File: src/rtl/input_handshake_unit_if.sv
`default_nettype none
// ============================================================================
//  Module   : input_handshake_unit_if
//  Brief    : Signal bundle between the board/processor side and the IN-path
//             handshake unit (request, button, switches, stall, operand).
//  Revision : 1.0  initial release
// ============================================================================
interface input_handshake_unit_if #(
  parameter int SW_WIDTH   = 16,
  parameter int DATA_WIDTH = 32
);
  logic                  waitRequest;
  logic                  button;
  logic [SW_WIDTH-1:0]   switches;
  logic                  interruption;
  logic [DATA_WIDTH-1:0] IN_Data;
  logic                  dataValid;
  logic                  waitingLED;

  // Handshake unit side
  modport slave (
    input  waitRequest,
    input  button,
    input  switches,
    output interruption,
    output IN_Data,
    output dataValid,
    output waitingLED
  );

  // Board / processor side
  modport master (
    output waitRequest,
    output button,
    output switches,
    input  interruption,
    input  IN_Data,
    input  dataValid,
    input  waitingLED
  );
endinterface
`default_nettype wire

File: src/rtl/input_handshake_unit.sv
`default_nettype none
// ============================================================================
//  Module   : input_handshake_unit
//  Brief    : Stalls the processor while an IN instruction waits, debounces the
//             confirm button, latches the synchronised switches onto IN_Data
//             and releases the stall for exactly one cycle per press.
//  Revision : 1.0  initial release
// ============================================================================
module input_handshake_unit #(
  parameter int SW_WIDTH        = 16,
  parameter int DATA_WIDTH      = 32,
  parameter int DEBOUNCE_CYCLES = 50000
) (
  input  wire logic             clock,
  input  wire logic             reset,
  input_handshake_unit_if.slave bus
);

  localparam int c_CNT_W = $clog2(DEBOUNCE_CYCLES);
  localparam logic [c_CNT_W-1:0] c_CNT_MAX = c_CNT_W'(DEBOUNCE_CYCLES - 1);

  localparam logic [2:0] c_IDLE      = 3'd0;
  localparam logic [2:0] c_ARMED     = 3'd1;
  localparam logic [2:0] c_DEB_PRESS = 3'd2;
  localparam logic [2:0] c_DELIVER   = 3'd3;
  localparam logic [2:0] c_RELEASE   = 3'd4;

  logic                  r_btnMeta;
  logic                  r_btnSync;
  logic [SW_WIDTH-1:0]   r_swMeta;
  logic [SW_WIDTH-1:0]   r_swSync;

  logic [2:0]            r_state;
  logic [2:0]            w_nextState;
  logic [c_CNT_W-1:0]    r_count;
  logic                  w_cntClear;
  logic                  w_cntInc;
  logic                  w_latch;

  logic [DATA_WIDTH-1:0] r_inData;
  logic                  r_dataValid;
  logic                  r_waitingLED;
  logic                  w_dataValidNext;
  logic                  w_waitingLEDNext;

  // Two-flop synchronisers for the asynchronous button and switch inputs
  always_ff @(posedge clock or posedge reset) begin
    if (reset) begin
      r_btnMeta <= 1'b0;
      r_btnSync <= 1'b0;
      r_swMeta  <= '0;
      r_swSync  <= '0;
    end else begin
      r_btnMeta <= bus.button;
      r_btnSync <= r_btnMeta;
      r_swMeta  <= bus.switches;
      r_swSync  <= r_swMeta;
    end
  end

  // State register
  always_ff @(posedge clock or posedge reset) begin
    if (reset) begin
      r_state <= c_IDLE;
    end else begin
      r_state <= w_nextState;
    end
  end

  // Next-state and counter/latch control; an abort by waitRequest beats a completing debounce
  always_comb begin
    w_nextState = r_state;
    w_cntClear  = 1'b0;
    w_cntInc    = 1'b0;
    w_latch     = 1'b0;
    case (r_state)
      c_IDLE: begin
        // A button still held from before the request must be released first
        if (bus.waitRequest && !r_btnSync) begin
          w_nextState = c_ARMED;
        end
      end
      c_ARMED: begin
        if (!bus.waitRequest) begin
          w_nextState = c_IDLE;
        end else if (r_btnSync) begin
          w_nextState = c_DEB_PRESS;
          w_cntClear  = 1'b1;
        end
      end
      c_DEB_PRESS: begin
        if (!bus.waitRequest) begin
          w_nextState = c_IDLE;
        end else if (!r_btnSync) begin
          w_nextState = c_ARMED;
          w_cntClear  = 1'b1;
        end else if (r_count == c_CNT_MAX) begin
          w_nextState = c_DELIVER;
          w_latch     = 1'b1;
        end else begin
          w_cntInc = 1'b1;
        end
      end
      c_DELIVER: begin
        w_nextState = c_RELEASE;
        w_cntClear  = 1'b1;
      end
      c_RELEASE: begin
        if (r_btnSync) begin
          w_cntClear = 1'b1;
        end else if (r_count == c_CNT_MAX) begin
          w_nextState = c_IDLE;
        end else begin
          w_cntInc = 1'b1;
        end
      end
      default: begin
        w_nextState = c_IDLE;
      end
    endcase
  end

  // Output decode: dataValid lines up with the DELIVER cycle, LED trails the state by one cycle
  always_comb begin
    w_dataValidNext  = (w_nextState == c_DELIVER);
    w_waitingLEDNext = (r_state == c_ARMED) || (r_state == c_DEB_PRESS);
  end

  // Registered outputs
  always_ff @(posedge clock or posedge reset) begin
    if (reset) begin
      r_dataValid  <= 1'b0;
      r_waitingLED <= 1'b0;
    end else begin
      r_dataValid  <= w_dataValidNext;
      r_waitingLED <= w_waitingLEDNext;
    end
  end

  // Saturating debounce counter
  always_ff @(posedge clock or posedge reset) begin
    if (reset) begin
      r_count <= '0;
    end else if (w_cntClear) begin
      r_count <= '0;
    end else if (w_cntInc && (r_count != c_CNT_MAX)) begin
      r_count <= r_count + 1'b1;
    end
  end

  // Operand latch; holds until the next delivery
  always_ff @(posedge clock or posedge reset) begin
    if (reset) begin
      r_inData <= '0;
    end else if (w_latch) begin
      r_inData <= DATA_WIDTH'(r_swSync);
    end
  end

  assign bus.interruption = bus.waitRequest & (r_state != c_DELIVER);
  assign bus.IN_Data      = r_inData;
  assign bus.dataValid    = r_dataValid;
  assign bus.waitingLED   = r_waitingLED;

endmodule
`default_nettype wire

File: src/flat_wrapper.sv
// flat-port wrapper written by rule: the top's interface ports become plain ports
module input_handshake_unit_flat 
#(
  parameter int SW_WIDTH        = 16,
  parameter int DATA_WIDTH      = 32,
  parameter int DEBOUNCE_CYCLES = 50000
)
  (clock, reset, bus_waitRequest, bus_button, bus_switches, bus_interruption, bus_IN_Data, bus_dataValid, bus_waitingLED);
  input_handshake_unit_if #(.SW_WIDTH(SW_WIDTH), .DATA_WIDTH(DATA_WIDTH)) bus_i ();
  input  wire logic clock;
  input  wire logic reset;
  input wire logic [$bits(bus_i.waitRequest)-1:0] bus_waitRequest;
  input wire logic [$bits(bus_i.button)-1:0] bus_button;
  input wire logic [$bits(bus_i.switches)-1:0] bus_switches;
  output wire logic [$bits(bus_i.interruption)-1:0] bus_interruption;
  output wire logic [$bits(bus_i.IN_Data)-1:0] bus_IN_Data;
  output wire logic [$bits(bus_i.dataValid)-1:0] bus_dataValid;
  output wire logic [$bits(bus_i.waitingLED)-1:0] bus_waitingLED;
  assign bus_i.waitRequest = bus_waitRequest;
  assign bus_i.button = bus_button;
  assign bus_i.switches = bus_switches;
  assign bus_interruption = bus_i.interruption;
  assign bus_IN_Data = bus_i.IN_Data;
  assign bus_dataValid = bus_i.dataValid;
  assign bus_waitingLED = bus_i.waitingLED;
  input_handshake_unit #(.SW_WIDTH(SW_WIDTH), .DATA_WIDTH(DATA_WIDTH), .DEBOUNCE_CYCLES(DEBOUNCE_CYCLES)) u_core (.clock(clock), .reset(reset), .bus(bus_i));
endmodule
File: config.mk
export PLATFORM = sky130hd
export DESIGN_NAME = input_handshake_unit_flat
export DESIGN_NICKNAME = d
export VERILOG_FILES = /design/src/rtl/input_handshake_unit_if.sv /design/src/rtl/input_handshake_unit.sv /design/src/flat_wrapper.sv
export SDC_FILE = /design/constraint.sdc
export NUM_CORES = 1
export LEC_CHECK = 0
export ABC_CLOCK_PERIOD_IN_PS = 2700
export BUFFER_PORTS_ARGS = -buffer_cell sky130_fd_sc_hd__buf_2
export CORE_MARGIN = 10
export CORE_UTILIZATION = 30
export CTS_CLUSTER_SIZE = 28
export DETAILED_ROUTE_END_ITERATION = 6
export GPL_ROUTABILITY_DRIVEN = 0
export SLEW_MARGIN = 20
export SYNTH_ARGS = -nofsm -noshare
export SYNTH_HDL_FRONTEND = slang
export SYNTH_SLANG_ARGS = --single-unit
File: constraint.sdc
create_clock -name clock -period 2.7 [get_ports clock]
set_input_delay 0.135 -clock clock [delete_from_list [all_inputs] [get_ports clock]]
set_output_delay 0.135 -clock clock [all_outputs]
set_load 0.02 [all_outputs]
==> impl_metrics.py <==
metrics = {
    "synth": {
        "synth_warnings": 0,
        "synth-edff-count": 0,
        "synth_top_area_frac": 0.629,
        "synth_compound_gate_area_share": 0.0519,
        "ys_ff_latch": 71,
        "synth_area_leaders": "dfrtp_1 63%, mux2_4 4.8%, buf_4 4.3%, mux2_2 2.8%, xnor2_1 2.5%",
        "async_flop_share": 1.00,
        "syn_avg_cell_area_sq_um": 13.8,
        "yosysSeqAreaShare": 0.629,
        "synth_xor_area_frac": 0.0248,
        "synth_adder_area_share": 0.00443,
        "synth_largest_area_cell": "dfrtp_1",
        "netlist_instances": 204,
        "synth_area_sq_mm": 0.00282,
        "synth_top_family_by_area": "simple AND/OR/NAND/NOR gates",
        "synth_ff_type": "dfrtp_1",
        "synth.distinct_cells": 43,
        "synth-simple-area-share": 0.123,
        "synthMuxAreaShare": 0.0971,
    },
    "min_path": {
        "hold_path.class": "in -> reg",
    },
    "drt": {
        "post-route-drc-count": 0,
        "wire_per_inst_um": 14.0,
        "via_count": 1672,
        "drt_wl_total_um": 5370,
        "viasPerCell": 4.37,
        "drtIter0Drc": 99,
        "dr.pass1.iters": 4,
        "ant_nets": 0,
    },
    "sta": {
        "worst_slew_pin_slew_ns": 0.896,
        "clock_skew_ns": 0.00743,
        "drv_slew": 0,
        "setup_violations": 0,
        "setup_tns_ns": 0,
        "fin_crit_sh": 0.859,
        "hold_violations": 0,
        "max_freq_mhz": 431,
        "rsz0062_at_grt": "false",
        "slew_headroom": 0.403,
        "period_needed_ns": 2.32,
    },
    "setup_path": {
        "crit_path_cell_trace": "ha_1, and3_1, nand4_4, or3_1, mux2_4",
        "critPathMaxStageDelay_ns": 0.75,
        "setup.worst_path.class": "reg -> reg",
        "end_kind": "flop",
        "cp_max_fo": 17,
        "cp_top_family": "simple AND/OR/NAND/NOR gates",
        "required_ns": 2.92,
        "rrSetupSlack_ns": 0.38,
        "cp-start-kind": "flop",
        "crit_arrival_ns": 2.54,
        "cpMaxStageDelayCell": "or3_1",
        "cp_num_buf_inv": 0,
    },
    "cells_and_area": {
        "final_common_cell": "dfrtp_1",
        "area_growth_pct": 24.4,
        "fin_area_sq_mm": 0.00351,
        "nNetsFinal": 288,
        "n_antenna_cell": 0,
        "final_layout_size_suffix_gt1_frac": 0.298,
        "most-common-layout-cells": "71 x dfrtp_1, 38 x buf_2, 18 x dlygate4sd3_1",
        "utilization": 0.382,
    },
    "floorplanning": {
        "rows": 35,
        "ios": 55,
        "die-area_sq_mm": 0.0137,
        "placeableCoreArea_sq_mm": 0.00920,
        "start_util": 0.307,
        "die_w_um": 117,
        "fp.dieH_um": 117,
    },
    "pwr": {
        "p_leak_nw": 1.75,
        "ir_drop_mv": 0.237,
        "pwr_density_cell_mw_per_mm2": 680,
    },
    "grt": {
        "grt_usage": 0.0835,
        "grt_max_degree": 34,
        "antenna_found_initial": 0,
        "grt_pass1_wl_um": 8890,
        "grt-ovfl-total": 0,
        "first_global_vias": 1740,
    },
    "placed_design": {
        "place_area_sq_mm": 0.00306,
        "dp_hpwl_um": 3780,
        "port_buffers": 38,
    },
    "clocking": {
        "cts_sinks": 71,
        "post-cts-setup-buffers": 0,
        "clkSlewWorstSetupHoldPaths_ns": 0.07,
        "cts_tree": "done",
        "clock_path_buffers": 2,
        "cts-root-buf": "clkbuf_8",
        "numCtsBuffers": 9,
        "htree_levels": 3,
        "worstSkewPairLatency_ns": 0.34,
    },
    "status": {
        "status": "completed",
    },
    "run": {
        "cap_violations": 0,
    },
}
==> power by group <==
| group | switching (mW) | internal (mW) | total (mW) |
|---|---|---|---|
| logic | 0.0744 | 0.0514 | 0.126 |
| registers | 0.0324 | 1.10 | 1.14 |
| clock network | 0.391 | 0.735 | 1.13 |
| total | 0.498 | 1.89 | 2.39 |
==> sequential cells by signal (all words and copies together), names as in the netlist <==
register               cells
u_core.bus.waitingLED      1
u_core.r_btnMeta           1
u_core.r_swMeta           16
u_core.bus.dataValid       1
u_core.r_btnSync           1
u_core.r_count            16
u_core.r_state             3
u_core.r_swSync           16
u_core.bus.IN_Data        16
==> layer usage <==
metal,wire length (um),up-vias,part of all wire,GRT usage
met2,2550,42,0.47,0.124
met1,2430,815,0.45,0.103
li1,-,808,-,-
met3,324,7,0.060,0.0311
met4,73,0,0.014,0.0437
met5,0,-,0,0
==> area by class of cell <==
type,count,area [sq um]
Clock buffer,11,141
Tap cell,111,139
Timing Repair Buffer,59,393
Inverter,6,22.5
Sequential cell,71,1780
Fill cell,872,5680
Multi-Input combinational cell,120,911
Clock inverter,5,129
==> path summary, 6_finish.rpt <==
| check | startpoint | endpoint | depth (start not counted) |
|---|---|---|---|
| worst max-delay path | u_core.r_count[0] | u_core.bus.IN_Data[7] | 5 |
| max in group asynchronous | reset | u_core.bus.IN_Data[9] | 4 |
| worst max register to register | u_core.r_count[0] | u_core.bus.IN_Data[7] | 5 |
| worst min-delay path | bus_waitRequest | u_core.r_state[1] | 2 |
| worst min register to register | u_core.r_swMeta[14] | u_core.r_swSync[14] | 0 |
| min in group asynchronous | reset | u_core.r_swMeta[0] | 3 |
==> metrics by stage <==
stage               setup slack [ns]  std cells  hold slack [ns]  power [mW]
finish                         0.380        383            0.111        2.39
detailed placement             0.387        349            0.142        1.26
global placement               0.417        349            0.145        1.26
global route                   0.196        383            0.101        2.49
floorplan                      0.716        219            0.166        1.24
CTS                            0.357        383           0.0983        2.42
==> synth_stat cells, drive strengths merged, types with 4 or more instances <==
cell type / n
dfrtp: 71
buf: 20
mux2: 16
nand3: 12
nor2: 9
xnor2: 8
inv: 6
mux2i: 6
nand2: 6
nand4: 6
a21oi: 5
a2111oi: 4
and3: 4
o21ai: 4
==> what timing repair did <==
item | CTS | global route
hold endpoints to repair | 34 | 0
resized for setup | 0 | 0
endpoints found under the setup margin | 0 | 0
hold buffers | 18 | 0
==> logic make-up (layout without fill, tap and decap cells) <==
| family | after synthesis | count (layout) |
|---|---|---|
| other | 1 | 16 |
| multiplexers | 22 | 22 |
| buffers and inverters | 28 | 81 |
| AND/OR/NAND/NOR | 53 | 53 |
| AO/OA/AOI/OAI | 20 | 20 |
| adder cells (fa/ha/maj) | 1 | 1 |
| XOR/XNOR | 8 | 8 |
| flip-flops | 71 | 71 |
Power figures use the tool's default switching activity.
